**src/rtl/vga_timing_gen.sv**
```systemverilog
// Parametrised raster timing generator: pixel divider, x/y counters, sync/blank decode,
// line/frame start markers and a completed-frame counter.
module vga_timing_gen #(
    parameter int H_DISPLAY = 640,
    parameter int H_FRONT   = 16,
    parameter int H_SYNC    = 96,
    parameter int H_BACK    = 48,
    parameter int V_DISPLAY = 480,
    parameter int V_FRONT   = 10,
    parameter int V_SYNC    = 2,
    parameter int V_BACK    = 33,
    parameter int CLK_DIV   = 2,
    parameter bit HSYNC_POL = 1'b0,
    parameter bit VSYNC_POL = 1'b0,
    parameter int COUNT_W   = 10,
    parameter int FRAME_W   = 8
) (
    input  logic               clk,
    input  logic               reset_n,
    input  logic               en,
    output logic               p_tick,
    output logic [COUNT_W-1:0] pixel_x,
    output logic [COUNT_W-1:0] pixel_y,
    output logic               hsync,
    output logic               vsync,
    output logic               video_on,
    output logic               line_start,
    output logic               frame_start,
    output logic [FRAME_W-1:0] frame_cnt
);
    localparam int H_TOTAL = H_DISPLAY + H_FRONT + H_SYNC + H_BACK;
    localparam int V_TOTAL = V_DISPLAY + V_FRONT + V_SYNC + V_BACK;
    localparam int DIV_W   = (CLK_DIV > 1) ? $clog2(CLK_DIV) : 1;

    localparam logic [DIV_W-1:0]   DIV_LAST = DIV_W'(CLK_DIV - 1);
    localparam logic [COUNT_W-1:0] H_LAST   = COUNT_W'(H_TOTAL - 1);
    localparam logic [COUNT_W-1:0] V_LAST   = COUNT_W'(V_TOTAL - 1);
    localparam logic [COUNT_W-1:0] H_VIS    = COUNT_W'(H_DISPLAY);
    localparam logic [COUNT_W-1:0] V_VIS    = COUNT_W'(V_DISPLAY);
    localparam logic [COUNT_W-1:0] HS_START = COUNT_W'(H_DISPLAY + H_FRONT);
    localparam logic [COUNT_W-1:0] HS_END   = COUNT_W'(H_DISPLAY + H_FRONT + H_SYNC - 1);
    localparam logic [COUNT_W-1:0] VS_START = COUNT_W'(V_DISPLAY + V_FRONT);
    localparam logic [COUNT_W-1:0] VS_END   = COUNT_W'(V_DISPLAY + V_FRONT + V_SYNC - 1);

    logic [DIV_W-1:0]   r_div_cnt;
    logic [COUNT_W-1:0] r_x;
    logic [COUNT_W-1:0] r_y;
    logic [FRAME_W-1:0] r_frame_cnt;
    logic               r_hsync;
    logic               r_vsync;
    logic               r_video_on;
    logic               r_line_start;
    logic               r_frame_start;

    logic               w_tick;
    logic [DIV_W-1:0]   w_div_next;
    logic               w_x_wrap;
    logic               w_y_wrap;
    logic               w_frame_wrap;
    logic [COUNT_W-1:0] w_x_next;
    logic [COUNT_W-1:0] w_y_next;
    logic               w_hs_act;
    logic               w_vs_act;
    logic               w_video_next;
    logic               w_line_next;
    logic               w_frame_next;

    // p_tick is a one-clk strobe with no back-pressure: on the edge where it is high the
    // pixel state advances, and the decoded outputs move with it.
    assign w_tick = en && (r_div_cnt == DIV_LAST);

    always_comb begin
        w_div_next   = (r_div_cnt == DIV_LAST) ? '0 : r_div_cnt + DIV_W'(1);
        w_x_wrap     = (r_x == H_LAST);
        w_y_wrap     = (r_y == V_LAST);
        w_frame_wrap = w_x_wrap && w_y_wrap;
        w_x_next     = w_x_wrap ? '0 : r_x + COUNT_W'(1);
        w_y_next     = r_y;
        if (w_x_wrap) begin
            w_y_next = w_y_wrap ? '0 : r_y + COUNT_W'(1);
        end
    end

    // Decode the pixel about to be shown so the registered flags line up with it.
    always_comb begin
        w_hs_act     = (w_x_next >= HS_START) && (w_x_next <= HS_END);
        w_vs_act     = (w_y_next >= VS_START) && (w_y_next <= VS_END);
        w_video_next = (w_x_next < H_VIS) && (w_y_next < V_VIS);
        w_line_next  = (w_x_next == '0);
        w_frame_next = (w_x_next == '0) && (w_y_next == '0);
    end

    always_ff @(posedge clk or negedge reset_n) begin
        if (!reset_n) begin
            r_div_cnt     <= '0;
            r_x           <= '0;
            r_y           <= '0;
            r_frame_cnt   <= '0;
            r_hsync       <= ~HSYNC_POL;
            r_vsync       <= ~VSYNC_POL;
            r_video_on    <= 1'b1;
            r_line_start  <= 1'b1;
            r_frame_start <= 1'b1;
        end else begin
            if (en) begin
                r_div_cnt <= w_div_next;
            end
            if (w_tick) begin
                r_x           <= w_x_next;
                r_y           <= w_y_next;
                r_hsync       <= w_hs_act ? HSYNC_POL : ~HSYNC_POL;
                r_vsync       <= w_vs_act ? VSYNC_POL : ~VSYNC_POL;
                r_video_on    <= w_video_next;
                r_line_start  <= w_line_next;
                r_frame_start <= w_frame_next;
                if (w_frame_wrap) begin
                    r_frame_cnt <= r_frame_cnt + FRAME_W'(1);
                end
            end
        end
    end

    assign p_tick      = w_tick;
    assign pixel_x     = r_x;
    assign pixel_y     = r_y;
    assign hsync       = r_hsync;
    assign vsync       = r_vsync;
    assign video_on    = r_video_on;
    assign line_start  = r_line_start;
    assign frame_start = r_frame_start;
    assign frame_cnt   = r_frame_cnt;

endmodule
```
**config.mk**
```make
export PLATFORM = sky130hd
export DESIGN_NAME = vga_timing_gen
export DESIGN_NICKNAME = d
export VERILOG_FILES = /design/src/rtl/vga_timing_gen.sv
export SDC_FILE = /design/constraint.sdc
export NUM_CORES = 1
export LEC_CHECK = 0
export ABC_AREA = 1
export BUFFER_PORTS_ARGS = -buffer_cell sky130_fd_sc_hd__buf_2
export CELL_PAD_IN_SITES_DETAIL_PLACEMENT = 0
export CELL_PAD_IN_SITES_GLOBAL_PLACEMENT = 1
export CORE_ASPECT_RATIO = 1.2
export CORE_MARGIN = 5
export CORE_UTILIZATION = 30
export DETAILED_ROUTE_END_ITERATION = 8
export PLACE_DENSITY_LB_ADDON = 0.1
export RECOVER_POWER = 100
export REMOVE_ABC_BUFFERS = 1
export SYNTH_ARGS = -nofsm -noshare
export SYNTH_HDL_FRONTEND = slang
export SYNTH_SLANG_ARGS = --single-unit
```
**constraint.sdc**
```tcl
create_clock -name clk -period 4.7 [get_ports clk]
set_input_delay 0.705 -clock clk [delete_from_list [all_inputs] [get_ports clk]]
set_output_delay 0.705 -clock clk [all_outputs]
set_load 0.02 [all_outputs]
```
# ---- Word-level counts from Yosys, hierarchy flattened
# Index checks and enable logic that the tools add are counted.
dict set report totals {
  word_cells 36
  reg_bits 34
  in_bits 3
  output_inout_bits 34
}
dict set report classes {
  reduce_logical 9
  addsub 4
  n_eq_ne 2
  order_cmp 6
  muxes 6
}
# operator n
set op_table {}
lappend op_table {{two-way mux 10 bit} 3}
lappend op_table {{adder 10 x 1 -> 10 bit (second input constant)} 2}
lappend op_table {{== test 10 bit (second input constant)} 2}
lappend op_table {{zero test 10 bit} 2}
lappend op_table {{>= comparator 10 bit (second input constant)} 1}
lappend op_table {{>= comparator 10 x 9 -> 1 bit (second input constant)} 1}
lappend op_table {{less-or-equal comparator 10 bit (second input constant)} 1}
lappend op_table {{less-or-equal comparator 10 x 9 -> 1 bit (second input constant)} 1}
lappend op_table {{< comparator 10 bit (second input constant)} 1}
lappend op_table {{< comparator 10 x 9 -> 1 bit (second input constant)} 1}
lappend op_table {{adder 8 x 1 -> 8 bit (second input constant)} 1}
lappend op_table {{logical AND 1 bit} 6}
lappend op_table {{two-way mux 1 bit} 3}
lappend op_table {{AND reduction 2 bit} 1}
lappend op_table {{adder 1 bit (second input constant)} 1}

# ---- Depth between registers and ports, before layout
# Gate-level depths: netlist of the first run.
dict set report logic_depth {
  word_depth 6
  depth_mapped 13
  ltp_nobuf 13
}

# ---- Least setup slack after synthesis of the first run
# Ideal clock, no wire load.
dict set report synth_path {
  kind {input to output}
  startpoint {input en}
  endpoint {output p_tick}
  t_required_ps 3995
  path_stages 3
  t_arrival_ps 1372
  slack_ps 2623
  n_path_buf 1
  cell_sequence {nand2_1 > inv_1 > clkbuf_1}
}
dict set report synth_via {
  elab_chain_cells 1
}
# item line_no
set synth_lines {}
lappend synth_lines {{start, declared} 20} ;# input logic en,
lappend synth_lines {{logical AND 1 bit} 70} ;# assign w_tick = en && (r_div_cnt == DIV_LAST);
lappend synth_lines {{end, declared} 21} ;# output logic p_tick,
# No other way between the ends.

# ---- Worst setup path in the final report of the first run
# Ends and elaborated chain as after synthesis.

==> Flow_metrics.wiki, run 1 <==
{| class="wikitable"
! Metric !! Value
|-
| Worst Max-Slew Pin Slew || 1910 ps
|-
| Result of the run || finished, violations left
|-
| Leading post-synthesis cells by instance count || sky130_fd_sc_hd__nand2_1, sky130_fd_sc_hd__inv_1, sky130_fd_sc_hd__nor2_1
|-
| Remaining routing DRC violations || 0
|-
| Post-DP HPWL || 4.58 mm
|-
| Setup repair after global routing missed its margin || no
|-
| Total global routing overflow || 0
|-
| Relative contribution of combinational cells to total power || 31.5%
|-
| Antenna cells || 0
|-
| Count of hold-fix buffers inserted at cts || 0
|-
| Count of unique library cells instantiated by Yosys || 28
|-
| Slew margin rel. || -27.1%
|-
| Layout net count || 362
|-
| Port Buffers || 36
|-
| Internal Power || 618 uW
|-
| Power density cells || 414 nW/um^2
|-
| Sum of met2 wire segment lengths after detailed routing || 3.04 mm
|-
| Beginning of the worst hold path || video_on
|-
| Wire length on met1 || 2.71 mm
|-
| Leakage dissipation || 0.00122 uW
|-
| Max-cap violation count || 1
|-
| Final total negative setup slack || 0 ps
|-
| End of the worst register-to-register path || frame_cnt[6]
|-
| Count of clock tree sinks || 34
|-
| Share of synthesized area occupied by flip-flops and latches || 38.9%
|-
| Number of nets with antenna violations after routing || 0
|-
| Multi-input gate area in the final layout || 1130 sq um
|-
| Yosys top cell area share || 33.0%
|-
| Growth of design area from synthesis to finish || 13.8%
|-
| Net switching power || 418 uW
|-
| Type of origin of the critical path || primary input
|-
| Power share of the sequential group || 41.4%
|-
| Power consumption || 1040 uW
|-
| CTS H-tree lvls || 2
|-
| Top post-synthesis cells by area || sky130_fd_sc_hd__dfrtp_1, sky130_fd_sc_hd__nand2_1, sky130_fd_sc_hd__nand3_1
|-
| Setup Skew || 6.03 ps
|-
| Tmin final || 3290 ps
|-
| Post-CTS setup buffers || 0
|-
| Die width || 88.2 microns
|-
| Share of total power in the clock network || 27.1%
|-
| Gpl congestion || 0.753
|-
| Footprint of the flip-flops and latches || 857 sq um
|-
| Highest metal layer used by the detailed router || met4
|-
| Number of enable flip-flop cells after synthesis || 0
|-
| Number of antenna violations at the first check in global routing || 0
|-
| Worst hold path type || flip-flop to flip-flop
|-
| Number of endpoints failing setup at the final stage || 0
|-
| Library cell with the largest summed area after synthesis || sky130_fd_sc_hd__dfrtp_1
|-
| Worst-case register-to-register setup slack || 2010 ps
|-
| Via density per instance || 4.62
|-
| Post-synthesis area per instance || 6.96 sq um
|-
| Filler instances || 856
|-
| Switching power as a share of total power || 40.4%
|-
| Max Freq || 0.304 GHz
|-
| Critical path peak fanout || 28
|-
| Post-Synthesis Cell Area || 2200 sq um
|-
| Data required time of the critical path || 3990 ps
|-
| Clock-pin transition on the worst setup and hold timing paths || 70 ps
|-
| Initial core utilization || 30.6%
|-
| Global Route Usage Sum || 13.9%
|-
| Period Utilization, post-route || 70.0%
|-
| Synthesized flop and latch total || 34
|-
| Die Y || 104 microns
|-
| Die outline area || 9160 sq um
|-
| Post-CTS Resized || 0
|-
| Final core occ || 34.8%
|-
| Count of pins on the block boundary || 37
|-
| Proportion of layout cells with a drive suffix above 1 || 5.07%
|-
| CTS Root Cell || sky130_fd_sc_hd__clkbuf_8
|-
| WHS Endpoint || video_on
|-
| First-pass GRT wire length || 10.1 mm
|-
| Violation count after the first detailed-route iteration || 74
|-
| Clock network latency to the later pin of the worst-skew pair || 280 ps
|-
| Most frequently used cell type in the post-synthesis netlist || sky130_fd_sc_hd__nand2_1
|-
| Type of destination of the critical path || primary output
|-
| FFs w/ async S/R, synth || 100%
|-
| Violated checks || max-capacitance violations, max-slew violations
|-
| Vias after detailed routing || 2054
|-
| Most instantiated flip-flop cell in the synthesis netlist || sky130_fd_sc_hd__dfrtp_1
|-
| Syn Inst Count || 316
|-
| Number of slew-limit violations in the final report || 35
|-
| Number of cells on the worst hold path || 2
|-
| CTS tree || built
|-
| RR Startpoint || pixel_x[0]
|-
| Core box area || 7190 sq um
|-
| Largest net degree at the start of global routing || 35
|-
| Max Buffers Root-to-Sink || 2
|-
| Total wire length || 6.03 mm
|-
| Count of final hold-check violations || 0
|-
| Placement Rows || 34
|-
| TritonRoute pass-1 iters || 4
|-
| Average wire length per cell after detail routing || 13.6 microns
|-
| Cells on worst reg2reg path || 9
|-
| Category of the critical setup timing path || primary input to primary output
|-
| Via count of the first global-routing pass || 2029
|-
| Yosys warning total || 0
|-
| Metal3 WL || 203 microns
|-
| Cts bufs inserted || 5
|-
| Worst IR drop on VDD || 0.159 mV
|-
| Signal arrival time at the worst endpoint || 2590 ps
|}
[per-layer routing]
layer / vias to the layer above / global-route usage, %
li1: 1078 / -
met4: 0 / 3.89
met1: 939 / 17.7
met5: - / 0
met2: 32 / 23.5
met3: 5 / 2.38
[cell type report]
class / instances / share of cell area (%)
Sequential cell: 34 / 34.2
Clock buffer: 7 / 3.45
Tap cell: 90 / 4.50
Timing Repair Buffer: 37 / 5.60
Inverter: 39 / 5.85
Multi-Input combinational cell: 237 / 45.2
Clock inverter: 1 / 1.20
[per-stage QoR]
stage	hold slack [ps]	std cells	setup slack (ps)	cell area (sq um)
floorplan	409	310	2380	2170
detailed placement	457	437	2080	2470
finish	468	445	1410	2500
CTS	470	445	2080	2590
global placement	459	437	2090	2470
global route	485	445	1120	2500
[cells by family (layout without fill, tap and decap cells)]
| family | after synthesis | count (layout) | synth area share, % |
|---|---|---|---|
| DFF | 34 | 34 | 38.9 |
| xor gates and xnor gates | 9 | 9 | 3.58 |
| buffers and inverters | 45 | 84 | 8.02 |
| muxes | 1 | 1 | 0.512 |
| and+or+nand+nor | 195 | 195 | 39.3 |
| adders and majority gates | 5 | 5 | 2.84 |
| AOI/OAI and AO/OA | 27 | 27 | 6.77 |
[power by group through the flow]
stage / Sequential, uW / Clock [uW] / Combinational [uW]
6_report: 429 / 281 / 327
5_1_grt: 441 / 304 / 375
4_1_cts: 430 / 291 / 351
3_3_place_gp: 436 / 0 / 349
2_1_floorplan: 471 / 0 / 186
3_5_place_dp: 434 / 0 / 349
[worst max-delay path by stage]
| stage | startpoint | end | slack (ps) | cells past startpoint |
|---|---|---|---|---|
| floorplan | en | p_tick | 2380 | 2 |
| global placement | en | p_tick | 2090 | 5 |
| detailed placement | en | p_tick | 2080 | 5 |
| CTS | en | p_tick | 2080 | 5 |
| global route | en | p_tick | 1120 | 5 |
| finish | en | p_tick | 1410 | 5 |
[placed cells by master (no fill, tap or decap), types with 6 or more instances in the layout]
master                     count
sky130_fd_sc_hd__xnor2_1       6
sky130_fd_sc_hd__nand3_1      32
sky130_fd_sc_hd__inv_1        39
sky130_fd_sc_hd__clkbuf_8      6
sky130_fd_sc_hd__nand4_1      12
sky130_fd_sc_hd__dfrtp_1      29
sky130_fd_sc_hd__nand2_1     104
sky130_fd_sc_hd__o21ai_0      21
sky130_fd_sc_hd__clkbuf_1     37
sky130_fd_sc_hd__nor2_1       40
[worst max-delay path, cell delays in order]
cell,delay (ps)
sky130_fd_sc_hd__buf_2,100
sky130_fd_sc_hd__nand2_1,40
sky130_fd_sc_hd__clkbuf_1,800
sky130_fd_sc_hd__inv_1,630
sky130_fd_sc_hd__clkbuf_1,300
(Power assumes the default switching activity.)
==> run 2: changes to the inputs <==
--- a/config.mk
+++ b/config.mk
@@ -5,7 +5,7 @@
 export SDC_FILE = /design/constraint.sdc
 export NUM_CORES = 1
 export LEC_CHECK = 0
-export ABC_AREA = 1
+export ABC_AREA = 0
 export BUFFER_PORTS_ARGS = -buffer_cell sky130_fd_sc_hd__buf_2
 export CELL_PAD_IN_SITES_DETAIL_PLACEMENT = 0
 export CELL_PAD_IN_SITES_GLOBAL_PLACEMENT = 1
==> constraint.sdc (replaced) <==
create_clock -name clk -period 3.1 [get_ports clk]
set_input_delay 0.465 -clock clk [delete_from_list [all_inputs] [get_ports clk]]
set_output_delay 0.465 -clock clk [all_outputs]
set_load 0.02 [all_outputs]
==> Flow_metrics.wiki, run 2 <==
{| class="wikitable"
! Metric !! Value
|-
| Result of the run || finished, violations left
|-
| Violated checks || max-capacitance violations, max-slew violations
|-
| Average wire length per cell after detail routing || 15.9 microns (+17%)
|-
| Worst hold path type || primary input to flip-flop
|-
| Yosys top cell area share || 33.5% (+0.49 points)
|-
| Count of hold-fix buffers inserted at cts || 0 (unchanged)
|-
| Commonest non-fill, non-tap cell in the layout || sky130_fd_sc_hd__clkbuf_1
|-
| Number of antenna violations at the first check in global routing || 0 (unchanged)
|-
| Global Route Usage Sum || 13.8% (about the same)
|-
| Final Instance Area || 2440 sq um (-2.6%)
|-
| CTS tree || built
|-
| Clock-pin transition on the worst setup and hold timing paths || 70 ps (about the same)
|-
| Type of destination of the critical path || flip-flop
|-
| Post-DP HPWL || 4.20 mm (-8.3%)
|-
| Proportion of layout cells with a drive suffix above 1 || 9.09% (+4.0 points)
|-
| Max Buffers Root-to-Sink || 2 (unchanged)
|-
| Period Utilization, post-route || 84.3%
|-
| Count of unique library cells instantiated by Yosys || 50 (+79%)
|-
| Cts bufs inserted || 5 (unchanged)
|-
| First-pass GRT wire length || 9.75 mm (-3.3%)
|-
| Total global routing overflow || 0 (unchanged)
|-
| Tmin final || 2610 ps
|-
| Compound-gate portion of the synthesized area || 14.3% (+7.5 points)
|-
| Via count of the first global-routing pass || 1901 (-6.3%)
|-
| Port Buffers || 36 (unchanged)
|-
| Filler-free cell count of the finished design || 365 (-18%)
|-
| CTS Root Cell || sky130_fd_sc_hd__clkbuf_8
|-
| Via density per instance || 5.03 (+8.9%)
|-
| Critical path peak fanout || 9 (-68%)
|-
| Count of clock tree sinks || 34 (unchanged)
|-
| Vias after detailed routing || 1835 (-11%)
|-
| Die Y || 103 microns (-0.67%)
|-
| Post-synthesis area per instance || 8.92 sq um (+28%)
|-
| Core box area || 7150 sq um (-0.59%)
|-
| Max Freq || 0.383 GHz
|-
| Final total negative setup slack || 0 ps (unchanged)
|-
| Clock network latency to the later pin of the worst-skew pair || 290 ps (about the same)
|-
| Adder-cell share of the synthesized area || 2.89% (+0.043 points)
|-
| Growth of design area from synthesis to finish || 12.5%
|-
| Most instantiated flip-flop cell in the synthesis netlist || sky130_fd_sc_hd__dfrtp_1
|-
| Number of endpoints failing setup at the final stage || 0 (unchanged)
|-
| Max-cap violation count || 1 (unchanged)
|-
| Simple-gate area share of the yosys netlist || 26.7% (-13 points)
|-
| Main combinational cell family by area after synthesis || simple AND/OR/NAND/NOR gates
|-
| Number of slew-limit violations in the final report || 35 (unchanged)
|-
| Library cell with the largest summed area after synthesis || sky130_fd_sc_hd__dfrtp_1
|-
| Antenna cells || 0 (unchanged)
|-
| Worst Max-Slew Pin Slew || 1900 ps (-8.22 ps)
|-
| Share of the synthesized netlist area taken by xor and xnor gates || 9.69% (+6.1 points)
|-
| Setup Skew || 4.52 ps (-1.51 ps)
|-
| Category of the critical setup timing path || flip-flop to flip-flop
|-
| CTS H-tree lvls || 2 (unchanged)
|-
| Die width || 87.6 microns (-0.66%)
|-
| Remaining routing DRC violations || 0 (unchanged)
|-
| Multiplexer area fraction after synthesis || 1.90% (+1.4 points)
|-
| Gpl congestion || 0.788 (+4.6%)
|-
| Commonest cells after routing, fill and taps aside || sky130_fd_sc_hd__clkbuf_1, sky130_fd_sc_hd__nand2_1, sky130_fd_sc_hd__dfrtp_1
|-
| Post-Synthesis Cell Area || 2170 sq um (-1.5%)
|-
| Violation count after the first detailed-route iteration || 122 (+65%)
|-
| Inst Count DP || 357 (-18%)
|-
| Leakage dissipation || 0.000975 uW (-20%)
|-
| Crit path setup slack, layout || 486 ps (-923 ps)
|-
| Post-place setup slack || 556 ps (-1520 ps)
|-
| FFs w/ async S/R, synth || 100% (unchanged)
|-
| Largest net degree at the start of global routing || 35 (unchanged)
|-
| Signal arrival time at the worst endpoint || 2840 ps (+250 ps)
|-
| Setup repair after global routing missed its margin || no
|-
| Most frequently used cell type in the post-synthesis netlist || sky130_fd_sc_hd__nand2_1
|-
| Data required time of the critical path || 3330 ps (-660 ps)
|-
| Count of final hold-check violations || 0 (unchanged)
|-
| Synthesized flop and latch total || 34 (unchanged)
|-
| Area after DPL || 2400 sq um (-3.0%)
|-
| Yosys warning total || 0 (unchanged)
|-
| TritonRoute pass-1 iters || 4 (unchanged)
|-
| Power density cells || 572 nW/um^2 (+38%)
|-
| Slew margin rel. || -26.6% (+0.55 points)
|-
| Initial core utilization || 30.3% (-0.27 points)
|-
| Total wire length || 5.81 mm (-3.7%)
|-
| Placement Rows || 34 (unchanged)
|-
| Number of nets with antenna violations after routing || 0 (unchanged)
|-
| Post-CTS setup buffers || 0 (unchanged)
|-
| Type of origin of the critical path || flip-flop
|-
| Layout net count || 282 (-22%)
|-
| Share of synthesized area occupied by flip-flops and latches || 39.5% (+0.58 points)
|-
| Count of pins on the block boundary || 37 (unchanged)
|-
| Worst IR drop on VDD || 0.285 mV (+79%)
|-
| Post-CTS Resized || 0 (unchanged)
|-
| Syn Inst Count || 243 (-23%)
|-
| Top post-synthesis cells by area || sky130_fd_sc_hd__dfrtp_1, sky130_fd_sc_hd__dfstp_2, sky130_fd_sc_hd__nand2_1
|-
| Number of enable flip-flop cells after synthesis || 0 (unchanged)
|-
| Leading post-synthesis cells by instance count || sky130_fd_sc_hd__nand2_1, sky130_fd_sc_hd__dfrtp_1, sky130_fd_sc_hd__nor2_1
|-
| Die outline area || 9040 sq um (-1.3%)
|}
## run 2: path summary, 6_finish.rpt
path / startpoint / to / slack [ps] / cells past startpoint
min in group asynchronous: reset_n / pixel_y[5] / 690 / 1
setup reg to reg: pixel_x[0] / frame_start / 490 / 6
hold / removal: en / r_div_cnt / 380 / 2
hold reg to reg: frame_cnt[7] / frame_cnt[7] / 470 / 1
setup / recovery: pixel_x[0] / frame_start / 490 / 6
max in group asynchronous: reset_n / frame_cnt[0] / 1320 / 1
## run 2: layout make-up
cell class	count	area (sq um)
repair buffers	38	151
well taps	90	113
clock buffers	5	68.8
flip-flops and latches	34	857
inverters	8	30.0
fillers	785	4710
multi-input cells	187	1180
clock inverters	3	40.0
## run 2: critical path, cell delays in order (launching register included)
cell and delay (ps):
sky130_fd_sc_hd__dfrtp_1 470, sky130_fd_sc_hd__ha_1 270, sky130_fd_sc_hd__nand4_1 320, sky130_fd_sc_hd__nor3_2 610, sky130_fd_sc_hd__a311oi_1 80, sky130_fd_sc_hd__nor4_1 550
sky130_fd_sc_hd__a32o_1 250
## run 2: kinds of logic after synthesis
logic type               after synthesis
flip-flops                            34
multiplexers                           4
buffers and inverters                 22
AND/OR/NAND/NOR                      106
XOR/XNOR                              24
adder cells (fa/ha/maj)                5
AO/OA/AOI/OAI                         48
## run 2: stage by stage
stage | hold WS [ps] | total power, uW | utilization, %
after floorplan | 169 | 863 | -
after global placement | 449 | 1020 | 33.5
after detailed placement | 454 | 1020 | 33.5
after CTS | 296 | 1440 | 35.1
after global routing | 378 | 1490 | 34.1
final | 380 | 1390 | 34.1
## run 2: power by group
group          internal [uW]  leakage [uW]  switching (uW)  total [uW]
Sequential               509      0.000430             113         622
Clock                    237     0.0000579             170         407
Combinational            119      0.000487             247         365
## run 2: layer usage
layer  GRT usage, %  wire length (microns)  up-vias
met5              0                      0        -
met4           4.84                     69        0
met3           2.88                    195        6
met2           23.7                   2870       32
met1           17.1                   2680      873
li1               -                      -      924
